--- src/rtl/uart_rx_multi.sv ---
// uart_rx_multi: x16-oversampling UART receiver with a per-character status FIFO (first-word-fall-through).
// Define UART_RX_PARITY_EN to build the parity state and the par_err FIFO bit; otherwise frames are DATA_BITS N 1.
module uart_rx_multi #(
  parameter int CLOCK_RATE = 50_000_000,
  parameter int BAUD_RATE  = 115_200,
  parameter int DATA_BITS  = 8,
  parameter int PARITY     = 0,
  parameter int FIFO_DEPTH = 16
) (
  input  logic                                 clk_rx,
  input  logic                                 rst_clk_rx_n,
  input  logic                                 rxd_i,
  input  logic                                 read_en,
  input  logic                                 clear_lost,
  output logic                                 rxd_clk_rx,
  output logic [DATA_BITS-1:0]                 rx_data,
  output logic                                 rx_data_rdy,
  output logic                                 frm_err,
  output logic                                 par_err,
  output logic [$clog2(FIFO_DEPTH+1)-1:0]      fifo_count,
  output logic                                 lost_data
);

  localparam int DIV   = (CLOCK_RATE + 8 * BAUD_RATE) / (16 * BAUD_RATE);
  localparam int DIV_W = (DIV < 2) ? 1 : $clog2(DIV);
  localparam int CNT_W = $clog2(FIFO_DEPTH + 1);
  localparam int PTR_W = $clog2(FIFO_DEPTH);
`ifdef UART_RX_PARITY_EN
  localparam bit PAR_ON  = (PARITY != 0);
  localparam int ENTRY_W = DATA_BITS + 2;
`else
  localparam int ENTRY_W = DATA_BITS + 1;
`endif

  if (DIV < 2) begin : g_div_chk
    $error("uart_rx_multi: baud divider DIV must be at least 2");
  end
  if (DATA_BITS < 5 || DATA_BITS > 9) begin : g_bits_chk
    $error("uart_rx_multi: DATA_BITS must be 5..9");
  end
  if (PARITY < 0 || PARITY > 2) begin : g_par_chk
    $error("uart_rx_multi: PARITY must be 0, 1 or 2");
  end
  if (FIFO_DEPTH < 2 || (FIFO_DEPTH & (FIFO_DEPTH - 1)) != 0) begin : g_depth_chk
    $error("uart_rx_multi: FIFO_DEPTH must be a power of two >= 2");
  end

  // Reset bridge: assert immediately, release on a clk_rx edge.
  logic rst_meta_n, rst_int_n;
  always_ff @(posedge clk_rx or negedge rst_clk_rx_n) begin
    if (!rst_clk_rx_n) {rst_int_n, rst_meta_n} <= 2'b00;
    else               {rst_int_n, rst_meta_n} <= {rst_meta_n, 1'b1};
  end

  logic rxd_meta;
  always_ff @(posedge clk_rx or negedge rst_int_n) begin
    if (!rst_int_n) {rxd_clk_rx, rxd_meta} <= 2'b11;
    else            {rxd_clk_rx, rxd_meta} <= {rxd_meta, rxd_i};
  end

  logic [DIV_W-1:0] baud_cnt;
  logic             baud_en;
  assign baud_en = (baud_cnt == '0);
  always_ff @(posedge clk_rx or negedge rst_int_n) begin
    if (!rst_int_n)   baud_cnt <= '0;
    else if (baud_en) baud_cnt <= DIV_W'(DIV - 1);
    else              baud_cnt <= baud_cnt - DIV_W'(1);
  end

  typedef enum logic [2:0] {
    IDLE,
    START,
    DATA,
`ifdef UART_RX_PARITY_EN
    PAR,
`endif
    STOP
  } state_t;

  state_t               state;
  logic [3:0]           tick_cnt;
  logic [3:0]           bit_cnt;
  logic [DATA_BITS-1:0] shreg;
  logic                 push;
  logic                 push_frm;
`ifdef UART_RX_PARITY_EN
  logic                 par_bad;
`endif

  always_ff @(posedge clk_rx or negedge rst_int_n) begin
    if (!rst_int_n) begin
      state    <= IDLE;
      tick_cnt <= '0;
      bit_cnt  <= '0;
      shreg    <= '0;
      push     <= 1'b0;
      push_frm <= 1'b0;
`ifdef UART_RX_PARITY_EN
      par_bad  <= 1'b0;
`endif
    end else begin
      push <= 1'b0;
      case (state)
        IDLE: begin
          tick_cnt <= '0;
          bit_cnt  <= '0;
`ifdef UART_RX_PARITY_EN
          par_bad  <= 1'b0;
`endif
          if (!rxd_clk_rx) state <= START;
        end
        START: if (baud_en) begin
          if (tick_cnt == 4'd7) begin
            tick_cnt <= '0;
            state    <= rxd_clk_rx ? IDLE : DATA;
          end else begin
            tick_cnt <= tick_cnt + 4'd1;
          end
        end
        // tick_cnt wraps 15 -> 0, so each sample lands 16 ticks after the previous one.
        DATA: if (baud_en) begin
          tick_cnt <= tick_cnt + 4'd1;
          if (tick_cnt == 4'd15) begin
            shreg   <= {rxd_clk_rx, shreg[DATA_BITS-1:1]};
            bit_cnt <= bit_cnt + 4'd1;
            if (bit_cnt == 4'(DATA_BITS - 1)) begin
`ifdef UART_RX_PARITY_EN
              state <= PAR_ON ? PAR : STOP;
`else
              state <= STOP;
`endif
            end
          end
        end
`ifdef UART_RX_PARITY_EN
        PAR: if (baud_en) begin
          tick_cnt <= tick_cnt + 4'd1;
          if (tick_cnt == 4'd15) begin
            par_bad <= ((^shreg) ^ rxd_clk_rx) != (PARITY == 2);
            state   <= STOP;
          end
        end
`endif
        STOP: if (baud_en) begin
          tick_cnt <= tick_cnt + 4'd1;
          if (tick_cnt == 4'd15) begin
            push     <= 1'b1;
            push_frm <= ~rxd_clk_rx;
            state    <= IDLE;
          end
        end
        default: state <= IDLE;
      endcase
    end
  end

  logic [ENTRY_W-1:0] mem [FIFO_DEPTH];
  logic [ENTRY_W-1:0] push_entry, head;
  logic [PTR_W-1:0]   wr_ptr, rd_ptr;
  logic               empty, full, pop, wr;

`ifdef UART_RX_PARITY_EN
  assign push_entry = {par_bad, push_frm, shreg};
`else
  assign push_entry = {push_frm, shreg};
`endif
  assign empty = (fifo_count == '0);
  assign full  = (fifo_count == CNT_W'(FIFO_DEPTH));
  assign pop   = read_en && !empty;
  assign wr    = push && (!full || pop);

  always_ff @(posedge clk_rx or negedge rst_int_n) begin
    if (!rst_int_n) begin
      wr_ptr     <= '0;
      rd_ptr     <= '0;
      fifo_count <= '0;
      lost_data  <= 1'b0;
    end else begin
      if (wr)  wr_ptr <= wr_ptr + PTR_W'(1);
      if (pop) rd_ptr <= rd_ptr + PTR_W'(1);
      case ({wr, pop})
        2'b10:   fifo_count <= fifo_count + CNT_W'(1);
        2'b01:   fifo_count <= fifo_count - CNT_W'(1);
        default: fifo_count <= fifo_count;
      endcase
      if (push && full && !pop) lost_data <= 1'b1;
      else if (clear_lost)      lost_data <= 1'b0;
    end
  end

  // Storage is not reset; the head outputs are gated by empty instead.
  always_ff @(posedge clk_rx) begin
    if (wr) mem[wr_ptr] <= push_entry;
  end

  assign head        = mem[rd_ptr];
  assign rx_data_rdy = !empty;
  assign rx_data     = empty ? '0 : head[DATA_BITS-1:0];
  assign frm_err     = !empty && head[DATA_BITS];
`ifdef UART_RX_PARITY_EN
  assign par_err     = !empty && head[DATA_BITS+1];
`else
  assign par_err     = 1'b0;
`endif

endmodule

--- config.mk ---
export PLATFORM = sky130hd
export DESIGN_NAME = uart_rx_multi
export DESIGN_NICKNAME = d
export VERILOG_FILES = /design/src/rtl/uart_rx_multi.sv
export SDC_FILE = /design/constraint.sdc
export NUM_CORES = 1
export LEC_CHECK = 0
export ABC_AREA = 1
export CAP_MARGIN = 10
export CORE_ASPECT_RATIO = 0.5
export CORE_MARGIN = 1
export CORE_UTILIZATION = 40
export DETAILED_ROUTE_END_ITERATION = 7
export PLACE_DENSITY_LB_ADDON = 0.08
export SYNTH_ARGS = -nofsm -noshare
export SYNTH_HDL_FRONTEND = slang
export SYNTH_SLANG_ARGS = --single-unit
--- constraint.sdc ---
create_clock -name clk_rx -period 1.3 [get_ports clk_rx]
set_clock_uncertainty 0.1 [all_clocks]
set_input_delay 0.13 -clock clk_rx [delete_from_list [all_inputs] [get_ports clk_rx]]
set_output_delay 0.13 -clock clk_rx [all_outputs]
set_load 0.005 [all_outputs]
==> summary by stage, run 1 <==
CTS
In this run the number of H-tree levels came out at 4. The maximum number of buffers from clock root to sink is 2. The clock transition at the register clock pins on the worst setup and hold paths after CTS is 0.08 ns.

The number of buffers inserted during clock tree synthesis is 17. The tree is rooted in a clkbuf_16. The clock tree from TritonCTS is built. The number of sinks handled by clock tree synthesis is 187. The clock latency at the later pin of the worst-skew pair is 0.43 ns.

Power and ir drop
The worst supply voltage drop on vdd is 1120 uV. The power per standard cell area is 1970 mW/mm^2. The total power draw is 22.5 mW. The reported leakage power is 4.51 nW.

Route
The total vias in the final route is 5578. Before antenna repair, the detailed router went through 5 iterations. The detail route stage leaves a number of antenna-violating nets equal to 0.

In the routed layout, each cell is associated on average with a via count of 5.16. In the routed design, unresolved DRC markers number 0. The violation count after the first detailed-route iteration is 346. The routed design has 21000 um of wire. Dividing the detail-routed wire length by the instance count gives 19.5 um.

Setup path
The buffering stage count on the worst path with inverters included is 4. The delay of the slowest critical-path stage is 0.49 ns. For this design, the slowest cell found on the critical path is dfrtp_2.

In this run the critical register-to-register path is launched from fifo_count[1]. The worst setup path is captured at a primary output. The most frequent cell on the critical path is buf_6. The dominant delay contributor by cell family on the critical path is compound AO/OA/AOI/OAI gates.

Data on the critical path is required at its endpoint by 1.07 ns. The critical-path maximum fanout is 5. STA classifies the critical path startpoint as a register. The critical path arrival is 2.08 ns. The worst setup path is of the reg2out kind. The start point of the critical path is rd_ptr[0]. Traced cell by cell, the critical path runs through buf_6, buf_12, buf_6, o21ai_0, o221ai_1, nand3_1, a21oi_2, buf_2.

Yosys
After synthesis the netlist holds a flip-flop and latch count of 187. edfxtp_1 is the most common cell in the netlist. The area fraction in and, or, nand and nor cells after synthesis is 12.3%. The synthesized netlist occupies a cell area of 0.00784 mm^2. The synthesized-area fraction occupied by ao, oa, aoi and oai cells is 11.6%. The sequential share of the synthesized area is 68.9%. The number of instances in the synthesized netlist is 647. The mean instance size in the synthesized netlist is 12.1 um^2. After synthesis, the netlist uses 38 different library cells. After synthesis, the largest family of logic cells by area is simple AND/OR/NAND/NOR gates.

The number of synthesis warnings is 0. The cell type with the largest total area after synthesis is edfxtp_1. The synthesized design devotes to its leading area cell type 55.1% of total area. The share of cell area taken by muxes after synthesis is 0.191%. Counting instances in the post-synthesis netlist gives the leading cell types as 144 x edfxtp_1, 104 x nor2_1, 93 x o21ai_0.

Counting every net in the synthesized netlist gives 662. The number of enable-type register cells in the synthesized netlist is 144. In the synthesized netlist the dominant register cell turns out to be edfxtp_1. The post-synthesis adder-cell area fraction is 1.60%. The post-synthesis share of cell area spent on xor and xnor gates is 1.45%.

The share of flip-flops with an asynchronous set or reset after synthesis is 23.0%. Ranked by total cell area, the synthesized netlist is headed by edfxtp_1 55%, dfrtp_1 13%, o21ai_0 5.9%, nor2_1 5.0%, o221ai_1 2.9%.

STA
The setup violation total in the final timing report is 192. For the pin with the worst max-slew slack, the measured transition is 0.745 ns. The post-route fraction of the period consumed by the critical path is 178%. The max-slew violation count came to 0.

The highest attainable clock frequency is 0.433 GHz. Setup repair after global routing could not meet its margin everywhere. The setup TNS is -92.98 ns. The clock period minus final worst setup slack is 2.31 ns.

The worst-case setup margin in the final layout is -1.01 ns. Headroom to the max-slew limit came out at 50.3%. The final count of hold timing violations is 0.

GRT
The pin count of the biggest net entering global routing is 26. The overflow left after global routing is 0. The number of antenna violations at the first check in global routing came to 0. The global-route wire length before repair is 32100 um. The number of global-route vias before repair was 5453. The combined global-route utilization of all metal layers is 22.2%.

Floorplan
For this configuration, the core starts out at a cell density of 41.7%. After floorplanning, the core was divided into 35 placement rows. The die covers 0.0202 mm^2. In this run the count of I/O pins placed on the die edge is 23. The core region is 0.0188 mm^2. From left edge to right edge, the die measures 200 um. The height of the chip is 101 um.

Status
The checks that failed: negative setup slack. The flow ran to the end, but the final reports show violations.

Min path
The worst hold-check path type is reg2async.

Layout
The synthesis-to-layout area growth is 45.6%. The number of antenna diodes in the final layout is 0. At the end of the flow, the number of nets in the layout was 823. Of the cells placed in the final design, the portion with a size suffix greater than 1 is 41.4%. The post-route non-filler standard cell count is 1080.

Placement
The total of buffers placed on input and output ports is 21. The weighted congestion reported at the end of routability-driven placement is 0.836. The cell count after placement is 1002. Detailed placement ended at an HPWL of 12700 um.

Flow run
The count of max-cap constraint violations is 0.
-- path summary, 6_finish.rpt --
check / end / slack, ns / depth (start not counted)
worst min register to register: tick_cnt[1] / 0.08 / 0
worst max register to register: mem[15][2] / -0.58 / 10
worst max-delay path: rx_data[6] / -1.01 / 8
max in group asynchronous: wr_ptr[2] / 0.58 / 1
min in group clk_rx: lost_data / 0.16 / 2
worst min-delay path: tick_cnt[1] / 0.08 / 0
-- layout make-up --
cell class | instances | area (um^2)
fill | 1438 | 7370
tap | 259 | 324
sequential | 187 | 5410
clock inverter | 15 | 181
inverter | 44 | 190
timing repair buffer | 169 | 2080
clock buffer | 17 | 425
multi-input combinational | 389 | 2810
-- state kept, by name, summed over array words and instances (netlist names) --
signal	flops
mem	144
shreg	8
baud_cnt	5
fifo_count	5
bit_cnt	4
rd_ptr	4
tick_cnt	4
wr_ptr	4
state	2
lost_data	1
push	1
push_frm	1
rst_int_n	1
rst_meta_n	1
rxd_clk_rx	1
rxd_meta	1
-- routing by layer --
metal	global-route usage, %	part of all wire [%]
met5	0	0
met4	5.17	0.85
met3	3.88	4.6
met2	35.3	47
met1	31.9	48
-- power by group --
part | switching (mW) | internal, mW
clock network | 2.56 | 2.77
registers | 0.262 | 6.57
logic | 5.32 | 5.02
-- cell families (layout without fill, tap and decap cells) --
family | Yosys count | count (layout)
buffers and inverters | 72 | 245
AO/OA/AOI/OAI | 152 | 152
XOR/XNOR | 13 | 13
flip-flops | 187 | 187
adder cells (fa/ha/maj) | 10 | 10
other | 2 | 2
multiplexers | 1 | 1
AND/OR/NAND/NOR | 210 | 211
-- through the flow --
step | worst slack (ns) | area [um^2] | hold slack, ns | util [%]
floorplan | -0.418 | 8130 | -0.266 | -
global placement | -0.946 | 9580 | 0.0909 | 51.0
detailed placement | -0.930 | 9580 | 0.0881 | 51.0
CTS | -1.01 | 11200 | 0.0949 | 59.6
global route | -1.06 | 11400 | 0.114 | 60.8
finish | -1.01 | 11400 | 0.0795 | 60.8
-- timing repair --
item,in CTS,in global routing
resized for setup,188,65
buffers inserted,31,10
pin swaps,66,49
hold buffers,2,0
setup endpoints to repair,193,197
endpoints found under the hold margin,3,0
cloned,10,2
-- worst register-to-register path, stage by stage (launching register included) --
cell,delay (ns)
dfrtp_1,0.43
nor2_4,0.17
nand2_2,0.08
nor3_4,0.16
nor2_4,0.09
buf_12,0.13
nand2_4,0.06
buf_6,0.13
buf_6,0.11
nor2_4,0.04
buf_6,0.15
-- cell usage in the layout, fill, tap and decap left out, types with 6 or more instances in the layout --
cell type / Yosys / routed
o21ai_1: 3 / 30
dfrtp_1: 41 / 37
buf_6: 1 / 29
o22ai_2: 0 / 6
o221ai_1: 26 / 13
nand3_1: 27 / 16
clkdlybuf4s50_1: 0 / 6
nor2_4: 2 / 24
ha_1: 10 / 7
buf_16: 0 / 7
buf_2: 9 / 10
nand2_2: 6 / 13
nand4_1: 6 / 6
a21oi_2: 3 / 11
clkbuf_16: 0 / 20
inv_1: 39 / 32
inv_2: 2 / 6
o221ai_2: 0 / 13
o21ai_2: 6 / 23
buf_4: 3 / 65
nand3_2: 1 / 10
buf_12: 0 / 38
nor2_2: 3 / 6
nand2_1: 52 / 37
o21ai_0: 93 / 46
xor2_1: 12 / 10
edfxtp_1: 144 / 144
nand2_4: 3 / 6
nor2_1: 104 / 80
Power figures use the tool's default switching activity.
==> run 2, diff against run 1 <==
Settings changed: CORE_ASPECT_RATIO 0.5 to 1.1.
==> run 2 against run 1 <==
The run still ends with negative setup slack left. Utilization down 3.4 points. Global-route usage shrank 1.8 points. Critical path depth grew 1. Largest power group unchanged.
==> summary by stage, run 2 (synthesis results as in run 1) <==
Floorplan
The die footprint is 0.0202 mm^2 (-0.17%). The chip width came to 135 um (-32%). The height of the chip is 149 um (+47%). The total core area was 0.0192 mm^2 (+2.0%). The top-level port count is 23 (unchanged). The initial core utilization is 40.9% (-0.82 points). The standard-cell row count was 53 (+51%).

STA
The post-route fraction of the period consumed by the critical path is 176% (-1.4 points). The max-slew violation count is 0 (unchanged). The clock period minus final worst setup slack is 2.29 ns (-0.0181 ns). The worst hold slack is 0.0177 ns (-0.0618 ns). The slew at the pin with the worst max-slew slack is 0.643 ns (-0.102 ns).

The highest attainable clock frequency is 0.437 GHz (+0.79%). The headroom to the max-slew limit is 57.2% (+6.8 points). The worst-case setup margin in the final layout is -0.990 ns (+0.0181 ns).

Setup repair after global routing could not meet its margin everywhere. The final count of hold timing violations is 0 (unchanged). The setup violation total in the final timing report came to 193 (+0.52%).

CTS
The number of sinks handled by clock tree synthesis is 187 (unchanged). The deepest level of the CTS H-tree is 4 (unchanged). The maximum number of buffers from clock root to sink is 2 (unchanged). The number of buffers inserted during clock tree synthesis is 17 (unchanged).

The clock transition at the register clock pins on the worst setup and hold paths after CTS is 0.07 ns (about the same). The clock latency at the later pin of the worst-skew pair is 0.43 ns (about the same). The clock tree from TritonCTS is built. CTS placed an instance of clkbuf_16 at the clock tree root.

Setup path
The end point of the critical path is rx_data[7]. The critical path data required time was 1.07 ns (about the same). The critical path is of the reg2out type. The critical path starts at rd_ptr[0].

The worst setup path is launched from a register. The endpoint kind of the worst setup timing path is a primary output. The worst register-to-register path begins at fifo_count[0].

The capture point of the worst reg-to-reg path is mem[14][4]. The critical-path maximum fanout is 5 (unchanged). The reg-to-reg setup timing slack is -0.50 ns (+0.08 ns). The cell count of the worst reg-to-reg path was 9 (-1). The critical path arrival came to 2.06 ns (-0.02 ns).

Layout
The flip-flop count of the largest register after layout is 144 (unchanged). The register with the most flip-flops in the final layout is mem. The library cell used most frequently in the layout, excluding fill and tap cells, is edfxtp_1. The share of post-route cells with drive strength above 1 is 38.3% (-3.1 points). The area growth from synthesis to layout is 40.3%. The total inserted antenna cells is 0 (unchanged).

The largest registers in the layout are mem x144, shreg x8. The library cells used most frequently in the layout, excluding fill and tap cells, are 144 x edfxtp_1, 81 x nor2_1, 76 x buf_4. The total number of nets in the final design came to 819 (-0.49%).

The final standard cell utilization of the core is 57.4% (-3.4 points).

GRT
The pin count of the biggest net entering global routing is 33 (+27%). The global-route wire length before repair was 30400 um (-5.3%). The number of global-route vias before repair is 5646 (+3.5%). The overflow left after global routing was 0 (unchanged). The combined global-route utilization of all metal layers is 20.4% (-1.8 points).

The number of antenna violations at the first check in global routing is 0 (unchanged).

Min path
The tightest min-delay check is of the in2reg type. The startpoint of the tightest hold check path is rxd_i.

Placement
The total of buffers placed on input and output ports was 21 (unchanged). The weighted congestion reported at the end of routability-driven placement came to 0.830 (-0.75%). The detailed-placement wirelength estimate is 12500 um (-1.1%).

The minimum setup slack after placement is -0.909 ns (+0.0213 ns).

Power and ir drop
The switching share of power is 34.4% (-1.8 points). The power share of the combinational group is 44.4% (-1.6 points). The sequential fraction of design power was 31.6% (+1.2 points). The worst supply voltage drop on vdd is 1130 uV (+0.98%). The switching component of the power is 7.38 mW (-9.2%).

The clock network fraction of design power came to 24.0% (+0.3 points). The reported leakage power was 4.38 nW (-2.9%). The cell-internal power is 14.1 mW (-1.8%). The total power draw is 21.5 mW (-4.5%).

The power per standard cell area was 1950 mW/mm^2 (-0.86%).

Route
The detail-routed net length per standard cell is 18.4 um (-5.6%). The first-pass detailed-route iteration total is 5 (unchanged). The total wire length is 19600 um (-7.0%). The DRC violations left came to 0 (unchanged). The total vias in the final route is 5514 (-1.1%). The average vias per placed instance is 5.18 (+0.34%). The remaining number of nets flagged by the antenna check after routing is 0 (unchanged). The violation count after the first detailed-route iteration is 360 (+4.0%).

Status
The checks that failed: negative setup slack. The run finished, with violations left.

Flow run
The count of max-cap constraint violations is 0 (unchanged).
[run 2: worst max-delay path, stage by stage, from the launching register on]
cell and delay [ns]:
dfrtp_2 0.41, buf_6 0.13, buf_6 0.13, buf_12 0.11
clkbuf_16 0.14, o21ai_2 0.05, o221ai_1 0.19, nand3_1 0.12
a21oi_2 0.21, buf_2 0.15
[run 2: how the worst min path moves through the flow]
| stage | end | slack (ns) | cells past startpoint |
|---|---|---|---|
| after floorplan | rst_int_n | -0.27 | 0 |
| after global placement | push | 0.13 | 1 |
| after detailed placement | push | 0.14 | 1 |
| after CTS | rxd_meta | 0.005 | 1 |
| after global routing | rxd_meta | 0.01 | 1 |
| final | rxd_meta | 0.02 | 1 |
[run 2: power groups by stage]
stage | clock [mW] | sequential [mW] | combinational, mW
6_report | 5.17 | 6.78 | 9.53
5_1_grt | 5.47 | 6.80 | 10.3
4_1_cts | 5.26 | 6.78 | 8.76
3_5_place_dp | 0 | 6.87 | 7.31
3_3_place_gp | 0 | 6.86 | 7.20
2_1_floorplan | 0 | 6.92 | 4.06
[run 2: final cells by class]
class / count / area (um^2)
Clock buffer: 18 / 429
Clock inverter: 14 / 163
Fill cell: 1559 / 8160
Inverter: 44 / 176
Multi-Input combinational cell: 388 / 2660
Sequential cell: 187 / 5410
Tap cell: 247 / 309
Timing Repair Buffer: 166 / 1860
[run 2: routing by layer]
metal	GRT usage, %	vias to the layer above	share of wire [%]
met4	8.26	0	2.3
met3	3.33	33	2.9
met5	0	-	0
met1	25.4	2737	43
met2	35.3	108	52
li1	-	2636	-
[run 2: per-stage QoR]
| step | TNS, ns | area (um^2) | cells |
|---|---|---|---|
| 3_3_place_gp | -85.62 | 9550 | 997 |
| 3_5_place_dp | -89.87 | 9550 | 997 |
| 5_1_grt | -95.73 | 11000 | 1064 |
| 2_1_floorplan | -60.59 | 8130 | 647 |
| 4_1_cts | -81.15 | 10700 | 1055 |
| 6_report | -82.02 | 11000 | 1064 |
[run 2: timing repair]
| item | 4_1_cts | 5_1_grt |
|---|---|---|
| gates cloned | 3 | 4 |
| hold buffers | 1 | 0 |
| pin swaps | 59 | 58 |
| setup endpoints to repair | 193 | 196 |
| hold endpoints to repair | 2 | 0 |
| setup buffers | 27 | 10 |
| gates resized for setup | 146 | 51 |
==> run 3, diff against run 2 <==
Settings changed: CELL_PAD_IN_SITES_DETAIL_PLACEMENT from default to 0, CELL_PAD_IN_SITES_GLOBAL_PLACEMENT from default to 1, CORE_UTILIZATION 40 to 34.
==> run 3 against run 2 <==
The run still ends with negative setup slack left. Sequential power grew 0.6%. Critical path depth unchanged. Via count down 0.29%. Cell count grew 5.4%. Worst hold slack gained 0.056 ns. Total power shrank 0.56%. Global-route usage shrank 2.6 points. Utilization fell by 7.6 points. Critical endpoint is now rx_data[3]. Highest routed layer unchanged.
==> summary by stage, run 3 (synthesis results as in run 1) <==
Route
The detail-routed net length per standard cell came to 17.7 um (-3.9%). The average vias per placed instance is 4.90 (-5.4%). The first-pass detailed-route iteration total is 6 (+1). The violation count after the first detailed-route iteration is 370 (+2.8%).

The total wire length is 19800 um (+1.2%). The total vias in the final route is 5498 (-0.29%). The DRC violations left came to 0 (unchanged). The remaining number of nets flagged by the antenna check after routing is 0 (unchanged).

Floorplan
The top-level port count is 23 (unchanged). The height of the chip is 161 um (+8.4%). The initial core utilization is 35.1% (-5.8 points). The die footprint is 0.0237 mm^2 (+17%). The chip width is 147 um (+8.3%). The standard-cell row count came to 57 (+7.5%). The total core area is 0.0223 mm^2 (+16%).

Setup path
The delay of the slowest critical-path stage is 0.49 ns (+0.08 ns). By startpoint and endpoint, the worst setup path is classified as reg2out. The critical path data required time is 1.07 ns (about the same). The critical path goes through buf_6, clkinvlp_4, o21ai_2, o22ai_2, nor2_1, nor2_1, o21ai_2, a21oi_2, buf_2. The highest-delay cell along the critical path is dfrtp_2. The launching element type of the critical path is a register. The capture point of the worst reg-to-reg path is fifo_count[4]. The reg-to-reg startpoint is fifo_count[0].

The cell count of the worst reg-to-reg path came to 14 (+5). The reg-to-reg setup timing slack is -0.53 ns (-0.03 ns). The endpoint kind of the worst setup timing path is a primary output. The critical-path maximum fanout is 6 (+1). The critical path arrival was 1.98 ns (-0.08 ns).

CTS
The number of buffers inserted during clock tree synthesis is 17 (unchanged). The maximum number of buffers from clock root to sink is 2 (unchanged). In this run the clock root is driven by a clkbuf_16.

The number of sinks handled by clock tree synthesis is 187 (unchanged). The clock latency at the later pin of the worst-skew pair came to 0.43 ns (about the same). The deepest level of the CTS H-tree was 4 (unchanged). TritonCTS built the clock tree. The clock transition at the register clock pins on the worst setup and hold paths after CTS is 0.07 ns (about the same).

Status
The flow ran to the end, but the final reports show violations. The final reports fail on negative setup slack.

Layout
Leaving out fill and tap cells, the most frequent cells in the layout are 144 x edfxtp_1, 85 x nor2_1, 80 x buf_4. The layout filler cell count was 1933 (+24%). The final cell area excluding filler cells was 0.0111 mm^2 (+1.1%). The post-route non-filler standard cell count is 1121 (+5.4%). The total area of multi-input combinational cells is 0.00269 mm^2 (+1.1%).

The share of post-route cells with drive strength above 1 was 40.4% (+2.1 points). The total inserted antenna cells is 0 (unchanged). The flip-flop count of the largest register after layout is 144 (unchanged).

The register with the most flip-flops in the final layout is mem. The most common cell after layout, fill and taps aside is edfxtp_1. The largest registers in the layout are mem x144, shreg x8. The total number of nets in the final design is 828 (+1.1%). The final standard cell utilization of the core is 49.8% (-7.6 points).

The synthesis-to-layout area growth is 41.9%. The sequential cell area came to 0.00541 mm^2 (unchanged).

STA
The highest attainable clock frequency was 0.453 GHz (+3.7%). The slew at the pin with the worst max-slew slack was 0.612 ns (-0.0310 ns). The worst-case setup margin in the final layout is -0.908 ns (+0.0827 ns). The max-slew violation count is 0 (unchanged). The worst hold slack is 0.0742 ns (+0.0565 ns). Setup repair after global routing could not meet its margin everywhere. The headroom to the max-slew limit is 59.2% (+2.1 points). The final count of hold timing violations came to 0 (unchanged). The post-route fraction of the period consumed by the critical path was 170% (-6.4 points). The setup violation total in the final timing report was 191 (-1.0%). The clock period minus final worst setup slack is 2.21 ns (-0.0827 ns).

Power and ir drop
The reported leakage power is 4.40 nW (+0.61%). The power per standard cell area is 1920 mW/mm^2 (-1.6%). The worst supply voltage drop on vdd is 1060 uV (-6.5%).

GRT
The number of global-route vias before repair is 5775 (+2.3%). The combined global-route utilization of all metal layers was 17.8% (-2.6 points). The global-route wire length before repair is 31600 um (+3.7%). The overflow left after global routing is 0 (unchanged). The pin count of the biggest net entering global routing is 33 (unchanged).

The number of antenna violations at the first check in global routing was 0 (unchanged).

Min path
The path class of the tightest hold or removal check is reg2async.

Placement
The minimum setup slack after placement is -1.05 ns (-0.136 ns). The weighted congestion reported at the end of routability-driven placement is 0.782 (-5.8%). The cell count after placement was 1055 (+5.8%). The detailed-placement wirelength estimate was 13100 um (+4.3%).

The total of buffers placed on input and output ports is 21 (unchanged). The post-detailed-placement cell area came to 0.00966 mm^2 (+1.2%).

Flow run
The count of max-cap constraint violations came to 0 (unchanged).
==> run 3: changes by cell type in the layout (fill, tap and decap cells not counted), sizes merged <==
cell           delta
clkinv            -1
inv               +1
dlygate4sd3       +1
clkbuf            -1
buf               +9
clkdlybuf4s15     +1
bufinv            +1
bufbuf            -1
clkdlybuf4s50     -2
clkinvlp          +1
==> run 3: what timing repair did <==
action                                  CTS  global route
resized for setup                       161            74
hold endpoints to repair                  3             0
gates cloned                              3             0
setup buffers                            34             6
endpoints found under the setup margin  192           195
hold buffers                              2             0
pin swaps                                53            48
==> run 3: critical path: cells and delay by family, from the launching register on <==
kind,cells,cell delay [ns]
buf+inv,3,0.39
compound gates,4,0.44
flops,1,0.49
simple gates,2,0.21
==> run 3: final cells by class <==
class	instances	share of cell area (%)
inverters	44	1.64
clock buffers	17	3.82
flip-flops and latches	187	48.6
well taps	295	3.32
clock inverters	15	1.69
repair inverters	1	0.0675
multi-input cells	388	24.1
repair buffers	174	16.7
==> run 3: per-stage QoR <==
step	total power [mW]	TNS, ns
2_1_floorplan	11.0	-60.59
3_3_place_gp	14.2	-93.68
3_5_place_dp	14.3	-95.17
4_1_cts	20.9	-90.16
5_1_grt	22.6	-95.32
6_report	21.4	-83.06
==> run 3: where the power goes <==
group          total, mW  switching, mW  internal [mW]  leakage, nW
Combinational       9.15           4.77           4.38         2.07
Sequential          6.82          0.254           6.57         2.05
Clock               5.39           2.33           3.06        0.286
==> run 3: worst max path at each step <==
stage               slack (ns)     startpoint  cells past startpoint            end
finish                   -0.91      rd_ptr[1]                      9     rx_data[3]
global route             -1.00      rd_ptr[1]                      9     rx_data[7]
CTS                      -0.94      rd_ptr[1]                     10     rx_data[4]
detailed placement       -1.05      rd_ptr[1]                      8     rx_data[1]
global placement         -1.02      rd_ptr[1]                      8     rx_data[7]
floorplan                -0.42  fifo_count[3]                     13  fifo_count[4]
==> run 3: routing by layer <==
| metal | part of all wire, % | vias up | GRT usage [%] | routed length [um] |
|---|---|---|---|---|
| met3 | 3.1 | 31 | 3.31 | 605 |
| met2 | 50 | 88 | 30.3 | 9990 |
| li1 | - | 2652 | - | - |
| met4 | 2.3 | 0 | 6.49 | 459 |
| met1 | 44 | 2727 | 22.6 | 8750 |
| met5 | 0 | - | 0 | 0 |
